<file path="config.mk">
export PLATFORM = sky130hd
export DESIGN_NAME = beep_sequencer
export DESIGN_NICKNAME = d
export VERILOG_FILES = /design/src/rtl/beep_pkg.sv /design/src/rtl/beep_sequencer_ms_tick.sv /design/src/rtl/beep_sequencer.sv
export SDC_FILE = /design/constraint.sdc
export NUM_CORES = 1
export LEC_CHECK = 0
export CAP_MARGIN = 40
export CORE_AREA = 5 5 99 101
export DETAILED_ROUTE_END_ITERATION = 16
export DIE_AREA = 0 0 104 106
export GPL_ROUTABILITY_DRIVEN = 0
export PLACE_DENSITY_LB_ADDON = 0.1
export SETUP_SLACK_MARGIN = 0.3
export SYNTH_ARGS = -nofsm -noshare
export SYNTH_HDL_FRONTEND = slang
export SYNTH_SLANG_ARGS = --single-unit
</file>
<file path="constraint.sdc">
create_clock -name clk -period 5.6 [get_ports clk]
set_input_delay 0.84 -clock clk [delete_from_list [all_inputs] [get_ports clk]]
set_output_delay 0.84 -clock clk [all_outputs]
set_load 0.01 [all_outputs]
</file>
<file path="src/rtl/beep_pkg.sv">
// Shared types and default timing constants for the beeper sequencer.
package beep_pkg;

  typedef enum logic [1:0] {
    IDLE = 2'd0,
    TONE = 2'd1,
    GAP  = 2'd2
  } state_t;

  localparam logic [1:0] SRC_NONE  = 2'd0;
  localparam logic [1:0] SRC_KEY   = 2'd1;
  localparam logic [1:0] SRC_CHIME = 2'd2;
  localparam logic [1:0] SRC_ALARM = 2'd3;

  localparam int DEF_CLK_DIV      = 100_000;
  localparam int DEF_CLICK_MS     = 30;
  localparam int DEF_CHIME_ON_MS  = 200;
  localparam int DEF_CHIME_OFF_MS = 300;
  localparam int DEF_ALARM_ON_MS  = 500;
  localparam int DEF_ALARM_OFF_MS = 500;
  localparam int DEF_ALARM_MAX    = 60;

endpackage

</file>
<file path="src/rtl/beep_sequencer_ms_tick.sv">
// Millisecond prescaler: one-cycle tick every CLK_DIV clocks, restartable via clr.
module ms_tick #(
  parameter int CLK_DIV = 100_000
) (
  input  logic clk,
  input  logic rst,
  input  logic clr,
  output logic tick
);

  localparam int W = (CLK_DIV > 1) ? $clog2(CLK_DIV) : 1;
  localparam logic [W-1:0] LAST = W'(CLK_DIV - 1);

  logic [W-1:0] cnt;

  always_ff @(posedge clk) begin
    if (rst || clr) begin
      cnt <= '0;
    end else if (cnt == LAST) begin
      cnt <= '0;
    end else begin
      cnt <= cnt + W'(1);
    end
  end

  assign tick = (cnt == LAST);

endmodule

</file>
<file path="src/rtl/beep_sequencer.sv">
// Beeper sequencer: arbitrates key click, hourly chime and alarm into timed
// tone/gap patterns on the 512 Hz and 1 kHz beeper enables.
module beep_sequencer import beep_pkg::*; #(
  parameter int CLK_DIV      = DEF_CLK_DIV,
  parameter int CLICK_MS     = DEF_CLICK_MS,
  parameter int CHIME_ON_MS  = DEF_CHIME_ON_MS,
  parameter int CHIME_OFF_MS = DEF_CHIME_OFF_MS,
  parameter int ALARM_ON_MS  = DEF_ALARM_ON_MS,
  parameter int ALARM_OFF_MS = DEF_ALARM_OFF_MS,
  parameter int ALARM_MAX    = DEF_ALARM_MAX
) (
  input  logic       clk,
  input  logic       rst,
  input  logic       req_key,
  input  logic       req_chime,
  input  logic [4:0] chime_cnt,
  input  logic       req_alarm,
  input  logic       alarm_stop,
  output logic       open512,
  output logic       open1k,
  output logic       busy,
  output logic [1:0] grant,
  output logic       dropped
);

  localparam logic [15:0] CLICK_T     = 16'(CLICK_MS);
  localparam logic [15:0] CHIME_ON_T  = 16'(CHIME_ON_MS);
  localparam logic [15:0] CHIME_OFF_T = 16'(CHIME_OFF_MS);
  localparam logic [15:0] ALARM_ON_T  = 16'(ALARM_ON_MS);
  localparam logic [15:0] ALARM_OFF_T = 16'(ALARM_OFF_MS);
  localparam logic [15:0] ALARM_LIM   = 16'(ALARM_MAX);

  state_t      state, state_n;
  logic [1:0]  src, src_n;
  logic [15:0] ms_left, ms_n;
  logic [15:0] periods, per_n;
  logic [4:0]  rem, rem_n;
  logic        pend_v, pend_v_n;
  logic [4:0]  pend_cnt, pend_n;
  logic        drop_n, clr, tick;
  logic        go_alarm, go_chime, go_key;
  logic [4:0]  go_cnt;
  logic        chime_taken, key_taken;

  logic       alarm_go, alarm_act, chime_ok, chime_busy;
  logic [4:0] chime_left;

  assign alarm_go   = req_alarm && !alarm_stop;
  assign alarm_act  = (state != IDLE) && (src == SRC_ALARM);
  assign chime_ok   = req_chime && (chime_cnt != 5'd0);
  assign chime_busy = ((state != IDLE) && (src == SRC_CHIME)) || pend_v;
  // A chime preempted in its gap has already finished the current beep.
  assign chime_left = (state == GAP) ? rem - 5'd1 : rem;

  ms_tick #(.CLK_DIV(CLK_DIV)) u_ms_tick (
    .clk  (clk),
    .rst  (rst),
    .clr  (clr),
    .tick (tick)
  );

  always_ff @(posedge clk) begin
    if (rst) begin
      state    <= IDLE;
      src      <= SRC_NONE;
      ms_left  <= '0;
      periods  <= '0;
      rem      <= '0;
      pend_v   <= 1'b0;
      pend_cnt <= '0;
      open512  <= 1'b0;
      open1k   <= 1'b0;
      busy     <= 1'b0;
      dropped  <= 1'b0;
    end else begin
      state    <= state_n;
      src      <= src_n;
      ms_left  <= ms_n;
      periods  <= per_n;
      rem      <= rem_n;
      pend_v   <= pend_v_n;
      pend_cnt <= pend_n;
      open512  <= (state_n == TONE) && (src_n == SRC_CHIME);
      open1k   <= (state_n == TONE) && ((src_n == SRC_KEY) || (src_n == SRC_ALARM));
      busy     <= (state_n != IDLE);
      dropped  <= drop_n;
    end
  end

  assign grant = src;

  always_comb begin
    state_n     = state;
    src_n       = src;
    ms_n        = ms_left;
    per_n       = periods;
    rem_n       = rem;
    pend_v_n    = pend_v;
    pend_n      = pend_cnt;
    drop_n      = 1'b0;
    clr         = 1'b0;
    go_alarm    = 1'b0;
    go_chime    = 1'b0;
    go_key      = 1'b0;
    go_cnt      = '0;
    chime_taken = 1'b0;
    key_taken   = 1'b0;

    if (req_alarm && alarm_stop) drop_n = 1'b1;

    if (state == IDLE) begin
      if (alarm_go) begin
        go_alarm = 1'b1;
      end else if (pend_v) begin
        go_chime = 1'b1;
        go_cnt   = pend_cnt;
        pend_v_n = 1'b0;
      end else if (chime_ok) begin
        go_chime    = 1'b1;
        go_cnt      = chime_cnt;
        chime_taken = 1'b1;
      end else if (req_key) begin
        go_key    = 1'b1;
        key_taken = 1'b1;
      end
    end else if (alarm_act && alarm_stop) begin
      state_n = IDLE;
      src_n   = SRC_NONE;
    end else if (alarm_go && !alarm_act) begin
      go_alarm = 1'b1;
      if (src == SRC_KEY) begin
        drop_n = 1'b1;
      end else if (chime_left != 5'd0) begin
        pend_v_n = 1'b1;
        pend_n   = chime_left;
      end
    end else begin
      if (alarm_go) per_n = '0;
      // Phase boundary: the tick that finds one ms left ends the tone or gap.
      if (tick) begin
        if (ms_left > 16'd1) begin
          ms_n = ms_left - 16'd1;
        end else if (state == TONE) begin
          if (src == SRC_KEY) begin
            state_n = IDLE;
            src_n   = SRC_NONE;
          end else begin
            state_n = GAP;
            ms_n    = (src == SRC_CHIME) ? CHIME_OFF_T : ALARM_OFF_T;
          end
        end else if (src == SRC_CHIME) begin
          if (rem > 5'd1) begin
            rem_n   = rem - 5'd1;
            state_n = TONE;
            ms_n    = CHIME_ON_T;
          end else begin
            state_n = IDLE;
            src_n   = SRC_NONE;
          end
        end else if ((per_n + 16'd1) < ALARM_LIM) begin
          per_n   = per_n + 16'd1;
          state_n = TONE;
          ms_n    = ALARM_ON_T;
        end else begin
          state_n = IDLE;
          src_n   = SRC_NONE;
        end
      end
    end

    if (go_alarm) begin
      state_n = TONE;
      src_n   = SRC_ALARM;
      ms_n    = ALARM_ON_T;
      per_n   = '0;
      clr     = 1'b1;
    end else if (go_chime) begin
      state_n = TONE;
      src_n   = SRC_CHIME;
      ms_n    = CHIME_ON_T;
      rem_n   = go_cnt;
      clr     = 1'b1;
    end else if (go_key) begin
      state_n = TONE;
      src_n   = SRC_KEY;
      ms_n    = CLICK_T;
      clr     = 1'b1;
    end

    // Chime requests not granted now are queued one-deep or discarded.
    if (chime_ok && !chime_taken) begin
      if (chime_busy) begin
        drop_n = 1'b1;
      end else begin
        pend_v_n = 1'b1;
        pend_n   = chime_cnt;
      end
    end

    if (req_key && !key_taken) drop_n = 1'b1;
  end

endmodule

</file>
# Word level (Yosys, flattened, before mapping)
# Cells that the tools add are included.
# word_totals
register_bits	68
inputBits	11
# classes
n_addsub	4
order_cmp	3
eq_ne	27
mux	106
n_bitwise	3
reduce_logical	39
# ops
cell	n
two-way mux 16 bit	15
two-way mux 5 bit	22
two-way mux 9 bit	7
two-way mux 2 bit	24
two-way mux 1 bit	37
AND reduction 7 bit	4
adder 17 x 1 -> 17 bit (second input constant)	1
equality test 17 bit (second input constant)	1
adder 16 x 1 -> 16 bit (second input constant)	1
> comparator 16 x 1 -> 1 bit (second input constant)	1
less-than comparator 16 x 6 -> 1 bit (second input constant)	1
!= test 4 bit (second input constant)	4
subtractor 16 x 1 -> 16 bit (second input constant)	1
nonzero test 5 bit	3
!= test 3 bit (second input constant)	4
logical AND 1 bit	11
equality test 2 bit (second input constant)	5
equality test 2 x 1 -> 1 bit (second input constant)	4
two-way mux 8 bit	1
nonzero test 4 bit	2
!= test 7 x 6 -> 1 bit (second input constant)	1
nonzero test 7 bit	1
!= test 2 bit (second input constant)	3
!= test 6 x 5 -> 1 bit (second input constant)	1
17 further kinds	27

# Longest topological paths before layout
# Gate-level depths: netlist (run 1).
# depth
word_depth	23
depth_mapped	13
depth_no_buf	12

# Cells and area by module
# A second synthesis (run 1) with hierarchy kept.
# hier_totals
hier_cells	530
hier_area_um2	4108.9
# modules_own_cells
module	instances	cells_each	area_each_um2
beep_sequencer	1	445	3337.0
ms_tick	1	85	772.0

# Worst setup path before layout (run 1)
# Ideal clock, no wire load.
# synth_path
path_kind	input-to-reg
start	in alarm_stop
end	reg ms_left[2]
arrival_ps	3735
required_ps	5479
slack_ps	1744
path_stages	13
n_path_buf	1
path_cell_list	nand2b_1 -> buf_6 -> and2_1 -> ha_1 -> nand3_2 -> or4_4 -> nor3_4 -> mux2_4 -> o2111ai_4 -> nor2_1 -> o221a_2 -> a21oi_1 -> mux2_2
# synth_via
elab_chain_cells	10
elab_cells_between_ends	29
classes_between	1 x add/sub; 1 x order compare; 5 x eq/ne; 15 x mux; 7 x reduce/logical
# synth_rtl
item	line	rtl
from (decl)	beep_sequencer.sv:18	input logic alarm_stop,
zero test 1 bit	beep_sequencer.sv:48	assign alarm_go = req_alarm && !alarm_stop;
logical AND 1 bit	beep_sequencer.sv:48	
two-way mux 16 bit	beep_sequencer.sv:138	if (alarm_go) per_n = '0;
two-way mux 16 bit	beep_sequencer.sv:129	end else if (alarm_go && !alarm_act) begin
two-way mux 16 bit	beep_sequencer.sv:126	end else if (alarm_act && alarm_stop) begin
two-way mux 16 bit	beep_sequencer.sv:111	if (state == IDLE) begin
adder 16 x 1 -> 16 bit	beep_sequencer.sv:160	end else if ((per_n + 16'd1) < ALARM_LIM) begin
less-than comparator 16 x 6 -> 1 bit	beep_sequencer.sv:160	
nonzero test 7 bit (no line)	--	
AND reduction 7 bit (no line)	--	
to (signal assigned)	beep_sequencer.sv:78	ms_left <= ms_n;
to (decl)	beep_sequencer.sv:35	logic [15:0] ms_left, ms_n;
# Parallel ways exist; a longest one is shown, timed or not. The select of a mux whose other input is x is not followed.
# A chain may end at the register's enable or synchronous reset.

# Worst setup path in the final report (run 1)
# layout_path
start	in alarm_stop
end	reg ms_left[5]
# The elaborated chain is that of the path after synthesis.

==> metrics.md, run 1 <==
| Metric | Value |
|---|---|
| Detailed-route wire length | 9840 µm |
| Slew @ Worst Pin | 851 ps |
| Reg2reg start | periods[1] |
| Largest cells by area after synthesis | dfxtp_1 34%, nor2_1 6.5%, nand2_1 4.9% |
| Period utilisation layout | 78.2% |
| Initial DRC Count | approximately 240 |
| Hold path endpoint | u_ms_tick.cnt[0] |
| Sequential area share after synthesis | 34.1% |
| Number of antenna violations at the first check in global routing | 0 |
| Slew HR | between 40% and 50% |
| CTS tree | done |
| Wirelength per Cell | 15.7 µm |
| Final Cell Area | about 4400 µm² |
| Clk_lat worst skew | approximately 350 ps |
| Diode count | 0 |
| Layout Skew | 13.3 ps |
| Largest net degree at the start of global routing | 35 |
| CP arrival | around 4600 ps |
| R2r endpoint | ms_left[5] |
| Share of cells above drive strength 1 | 8.74% |
| Ys async rst share | 0% |
| Synth cell types | 71 |
| Vias/cell | roughly 5.8 |
| Status | finished, final reports clean |
| Vias in the first global route | 3502 |
| Avg Synthesized Cell Area | between 8 and 9 µm² |
| Fin crit period | 4380 ps |
| Hold path cells | 1 |
| Final nets | between 500 and 600 |
| PD cells | between 200 and 300 nW/µm² |
| Worst hold path type | reg -> reg |
| Placed Instance Area | 4230 µm² |
| Cell taking the most area after synthesis | dfxtp_1 |
| Synth cell count leaders | 69 x nor2_1, 68 x dfxtp_1, 52 x nand2_1, 33 x a21oi_1, 19 x o21ai_0 |
| Cell count after synthesis | 499 |
| Clock buffer count from CTS | 9 |
| Setup violators final | 0 |
| Critical Path RT | 5840 ps |
| Yosys warns | 0 |
| RSZ-0062 raised after global routing | no |
| Vias | between 3000 and 4000 |
| Row count | 35 |
| Setup TNS | 0 ps |
| Detailed Place HPWL | 7210 µm |
| Max-slew violation count | 0 |
| Hold wc startpoint | u_ms_tick.cnt[0] |
| Syn Nets | around 520 |
| Fill count | 907 |
| # port buffers | 16 |
| FF-to-FF setup slack | ~2100 ps |
| Gates resized, CTS repair | 0 |
| Max Clk Rate | between 200 and 250 MHz |
| I/O pins | 17 |
| Leak | 1.56 nW |
| Clock power share | 36.4% |
| Initial Util | 44.7% |
| Post-CTS Setup Bufs | 0 |
| Final hold violations | 0 |
| Post-route ant nets | 0 |
| Die Wd | 104 µm |
| Core Region | 8930 µm² |
| Critical path capture point type | flip-flop |
| Net Switching | 0.336 mW |
| Total Routing Usage GR | 18.3% |
| Area share of the largest cell type after synthesis | roughly 34% |
| Flops & latches, synth | 68 |
| CTS HTree Levels | 3 |
| First-pass GRT wire length | 16900 µm |
| Total congestion overflow | 0 |
| Sequential share of power | 46.2% |
| Multi-input gate area | 2480 µm² |
| Clock Path Buffers | 2 |
| Ys flop type | dfxtp_1 |
| Comb pwr share | 17.4% |
| CTS Sinks | 68 |
| TritonRoute pass-1 iters | 4 |
| Register-to-Register Path Depth | 11 |
| Clock Tree Root | clkbuf_8 |
| Die area | 11000 µm² |
| Most frequent cell after synthesis | nor2_1 |
| Max rail drop VDD | 0.122 mV |
| Sw frac | 29.2% |
| Hold-fix buffers, CTS | 0 |
| Worst-path fanout max | 10 |
| Post-Syn Area | 4000 µm² |
| Die H | roughly 110 µm |
| Reg clk slew, reported paths | 80 ps |
| Internal power | 0.814 mW |
| Post-synth EDFFs | 0 |
| Layout area overhead | 10.8% |
| Max Cap Violations | 0 |
| Crit path kind | in -> reg |
| CP startpoint kind | input pin |
| DRC Markers | 0 |
| Storage element area | roughly 1400 µm² |
## state kept, by name (all words and copies together), names as in the netlist
register       cells
u_ms_tick.cnt     17
ms_left           16
periods           16
pend_cnt           5
rem                5
grant              2
state              2
busy               1
dropped            1
open1k             1
open512            1
pend_v             1
## metal layers
layer  up-vias  wire [µm]  track usage [%]
met5         -          0                0
met4         0        174             7.49
met3        16        398             2.98
met2        62       4530             28.8
met1      1710       4740             25.0
li1       1827          -                -
## power groups by stage
stage               sequential (mW)  combinational (mW)  clock [mW]
floorplan                     0.529               0.153           0
global placement              0.542               0.198           0
global route                  0.534               0.226       0.455
CTS                           0.530               0.200       0.432
detailed placement            0.542               0.199           0
finish                        0.531               0.201       0.418
## placed cells by master, fill, tap and decap left out, drive strengths merged, types with 9 or more instances in the layout
cell and n:
xnor2 14, a21oi 33, nor2 69, o21ai 22
inv 10, nand4 9, nand2 54, a211oi 10
nor2b 11, and3 13, nor4 11, nor3 19
clkbuf 12, xor2 16, clkdlybuf4s50 16, and2 15
dfxtp 68, nand3 16
## area by class of cell
| cell class | instances | area share, % |
|---|---|---|
| clock buffers | 12 | 3.50 |
| clock inverters | 3 | 1.05 |
| inverters | 10 | 0.848 |
| multi-input cells | 400 | 56.1 |
| flip-flops and latches | 68 | 30.7 |
| well taps | 111 | 3.14 |
| repair buffers | 22 | 4.63 |
## how the worst max path moves through the flow
stage	start	endpoint	slack, ps	depth (start not counted)
after floorplan	alarm_stop	ms_left[2]	1740	13
after global placement	alarm_stop	ms_left[2]	990	14
after detailed placement	alarm_stop	ms_left[5]	860	14
after CTS	alarm_stop	ms_left[5]	1210	14
after global routing	alarm_stop	ms_left[4]	910	14
final	alarm_stop	ms_left[5]	1220	14
## worst max-delay path, cell delays in order
cell	delay, ps
clkdlybuf4s50_1	530
nand2b_1	120
buf_4	170
and2_1	180
ha_1	260
nand3_2	140
or4_4	520
nor3_4	150
mux2_4	330
o2111ai_4	270
nor2_1	70
o221a_2	320
a21oi_1	340
mux2_2	380
## stage by stage
stage	utilization (%)	total power, mW	cells	setup WS (ps)	hold slack [ps]
floorplan	-	0.682	499	1740	430
global placement	47.3	0.740	611	989	450
detailed placement	47.3	0.741	611	859	463
CTS	49.6	1.16	626	1210	480
global route	49.6	1.22	626	910	515
finish	49.6	1.15	626	1220	470
## kinds of logic (layout without fill, tap and decap cells)
group | count (synthesis) | count (layout) | share of synthesized area (%)
and+or+nand+nor | 243 | 243 | 31.9
AOI/OAI and AO/OA | 115 | 115 | 20.1
DFF | 68 | 68 | 34.1
buffers and inverters | 31 | 47 | 3.76
xor gates and xnor gates | 30 | 30 | 6.58
adders and majority gates | 6 | 6 | 1.88
muxes | 6 | 6 | 1.72
Note: power is estimated with default switching activity, not from simulation.
==> run 2: changes to the inputs <==
Clock period 5.6 ns to 4.4 ns, I/O delays scaled along.
==> run 2 against run 1 <==
Net effect: hold slack better by 2.1 ps; critical endpoint is now ms_left[2]; highest routed layer unchanged; clock-buffer cell count shrank 2; register-to-register slack got worse by 1000 ps; cell area is 2.3% higher; final cell count up 1.3%; routed wire length down 1.4%; combinational power increased by 29%; utilization rose by 1.2 points; largest power group unchanged; worst setup slack worse by 670 ps; flip-flop and latch count unchanged; global-route usage fell by 0.68 points; die area unchanged.
==> metrics.md, run 2 (synthesis gave the netlist of run 1 again) <==
| Metric | Value |
|---|---|
| Worst setup startpoint | alarm_stop |
| Layout Cells excl Fill | 634 |
| Slew @ Worst Pin | between 700 and 800 ps |
| CP startpoint kind | input pin |
| Detailed Place HPWL | approximately 7200 µm |
| Hold-fix buffers, CTS | 0 |
| FF-to-FF setup slack | 1110 ps |
| Share of cells above drive strength 1 | 10.5% |
| I/O pins | 17 |
| Total Routing Usage GR | 17.6% |
| Leak | 1.62 nW |
| Max-slew violation count | 0 |
| CTS tree | done |
| Status | finished, final reports clean |
| Die Wd | 104 µm |
| Clock Path Buffers | 2 |
| Fin crit period | 3850 ps |
| Clk_lat worst skew | 350 ps |
| Post-route core utilization | 50.7% |
| Placement Setup Slack | 97.4 ps |
| Worst hold path type | reg -> reg |
| Core Region | approximately 9000 µm² |
| Setup violators final | 0 |
| Cell depth of the worst setup path | 13 |
| Diode count | 0 |
| Worst-path fanout max | 6 |
| R2r endpoint | ms_left[2] |
| Detailed-route wire length | 9710 µm |
| Max Clk Rate | 260 MHz |
| TritonRoute pass-1 iters | 5 |
| Die area | 11000 µm² |
| Critical Path RT | 4640 ps |
| Layout area overhead | 13.4% |
| PD cells | between 300 and 400 nW/µm² |
| CTS Sinks | 68 |
| # port buffers | 16 |
| Max Cap Violations | 0 |
| Number of antenna violations at the first check in global routing | 0 |
| Initial Util | around 45% |
| Initial DRC Count | 240 |
| Total congestion overflow | 0 |
| Final WS setup | 548 ps |
| Clock Tree Root | clkbuf_8 |
| Placed Instance Area | 4280 µm² |
| Max FFs per register | 17 |
| Slew HR | 48.3% |
| Final nets | 535 |
| Post-route ant nets | 0 |
| Period utilisation layout | 87.6% |
| Wirelength per Cell | between 15 and 20 µm |
| CP peak stage delay | between 500 and 600 ps |
| Biggest regs | u_ms_tick.cnt x17, ms_left x16, periods x16 |
| Biggest register | u_ms_tick.cnt |
| Hold wc startpoint | u_ms_tick.cnt[0] |
| CP arrival | 4100 ps |
| Pwr Total | ~1.6 mW |
| Layout Skew | 13.1 ps |
| Reg2reg start | periods[1] |
| CTS HTree Levels | 3 |
| Register-to-Register Path Depth | 11 |
| Setup TNS | 0 ps |
| Buf/Inv on CP | 1 |
| Vias | between 3000 and 4000 |
| Clock buffer count from CTS | 9 |
| Die H | 106 µm |
| Largest net degree at the start of global routing | 32 |
| CP top delay family | simple AND/OR/NAND/NOR gates |
| Critical path capture point type | flip-flop |
| Fill count | between 800 and 900 |
| Row count | 35 |
| Final hold violations | 0 |
| Vias/cell | 5.74 |
| RSZ-0062 raised after global routing | no |
| Leading cell type in the layout, fill and taps excluded | nor2_1 |
| Crit path kind | in -> reg |
| DRC Markers | 0 |
| First-pass GRT wire length | between 15000 and 20000 µm |
| Commonest cells after routing, fill and taps aside | 69 x nor2_1, 68 x dfxtp_1, 52 x nand2_1 |
| Reg clk slew, reported paths | approximately 80 ps |
| Slowest stage cell, crit path | or4_4 |
| Vias in the first global route | ~3500 |
| Post-Place Cells | approximately 600 |
| Final Cell Area | around 4500 µm² |
| Max rail drop VDD | between 0.1 and 0.15 mV |
| Hold Worst Slack | 472 ps |
| Worst path cell trace | clkdlybuf4s50_1 -> nand2b_1 -> and2_1 -> ha_1 -> nand3_2 -> or4_4 -> nor3_4 -> mux2_4 -> o2111ai_4 -> nor2_1 -> o221a_2 -> a21oi_2 -> mux2_2 |
| CP endpoint | ms_left[2] |
[run 2: worst min-delay path by stage]
stage | endpoint | slack [ps] | cells after the start
finish | u_ms_tick.cnt[0] | 470 | 1
global placement | u_ms_tick.cnt[0] | 450 | 1
detailed placement | u_ms_tick.cnt[0] | 450 | 1
CTS | u_ms_tick.cnt[0] | 480 | 1
global route | u_ms_tick.cnt[0] | 510 | 1
floorplan | u_ms_tick.cnt[0] | 430 | 1
[run 2: timing repair]
item	4_1_cts	5_1_grt
buffers inserted	0	0
endpoints found under the setup margin	0	3
gates resized for setup	0	1
[run 2: where the power goes]
part	leakage [nW]	switching (mW)	internal, mW
clock	0.122	0.258	0.392
sequential	0.553	0.0343	0.641
combinational	0.941	0.152	0.108
[run 2: routing by layer]
metal	part of all wire, %	up-vias	track usage, %
li1	-	1849	-
met4	1.1	0	4.35
met1	47	1705	22.5
met2	47	76	29.6
met5	0	-	0
met3	4.8	12	4.61
[run 2: area by class of cell]
| cell class | instances | area, µm² | area share, % |
|---|---|---|---|
| Clock inverter | 6 | 111 | 2.46 |
| Multi-Input combinational cell | 400 | 2490 | 54.9 |
| Tap cell | 111 | 139 | 3.06 |
| Timing Repair Buffer | 29 | 258 | 5.69 |
| Clock buffer | 10 | 138 | 3.04 |
| Sequential cell | 68 | 1360 | 30.0 |
| Inverter | 10 | 37.5 | 0.828 |
[run 2: worst reg2reg max path, delay by kind of cell (launching register included)]
| family | cells | cell delay (ps) |
|---|---|---|
| multiplexers | 2 | 690 |
| flip-flops | 1 | 410 |
| AO/OA/AOI/OAI | 3 | 850 |
| adder cells (fa/ha/maj) | 1 | 190 |
| AND/OR/NAND/NOR | 5 | 1050 |
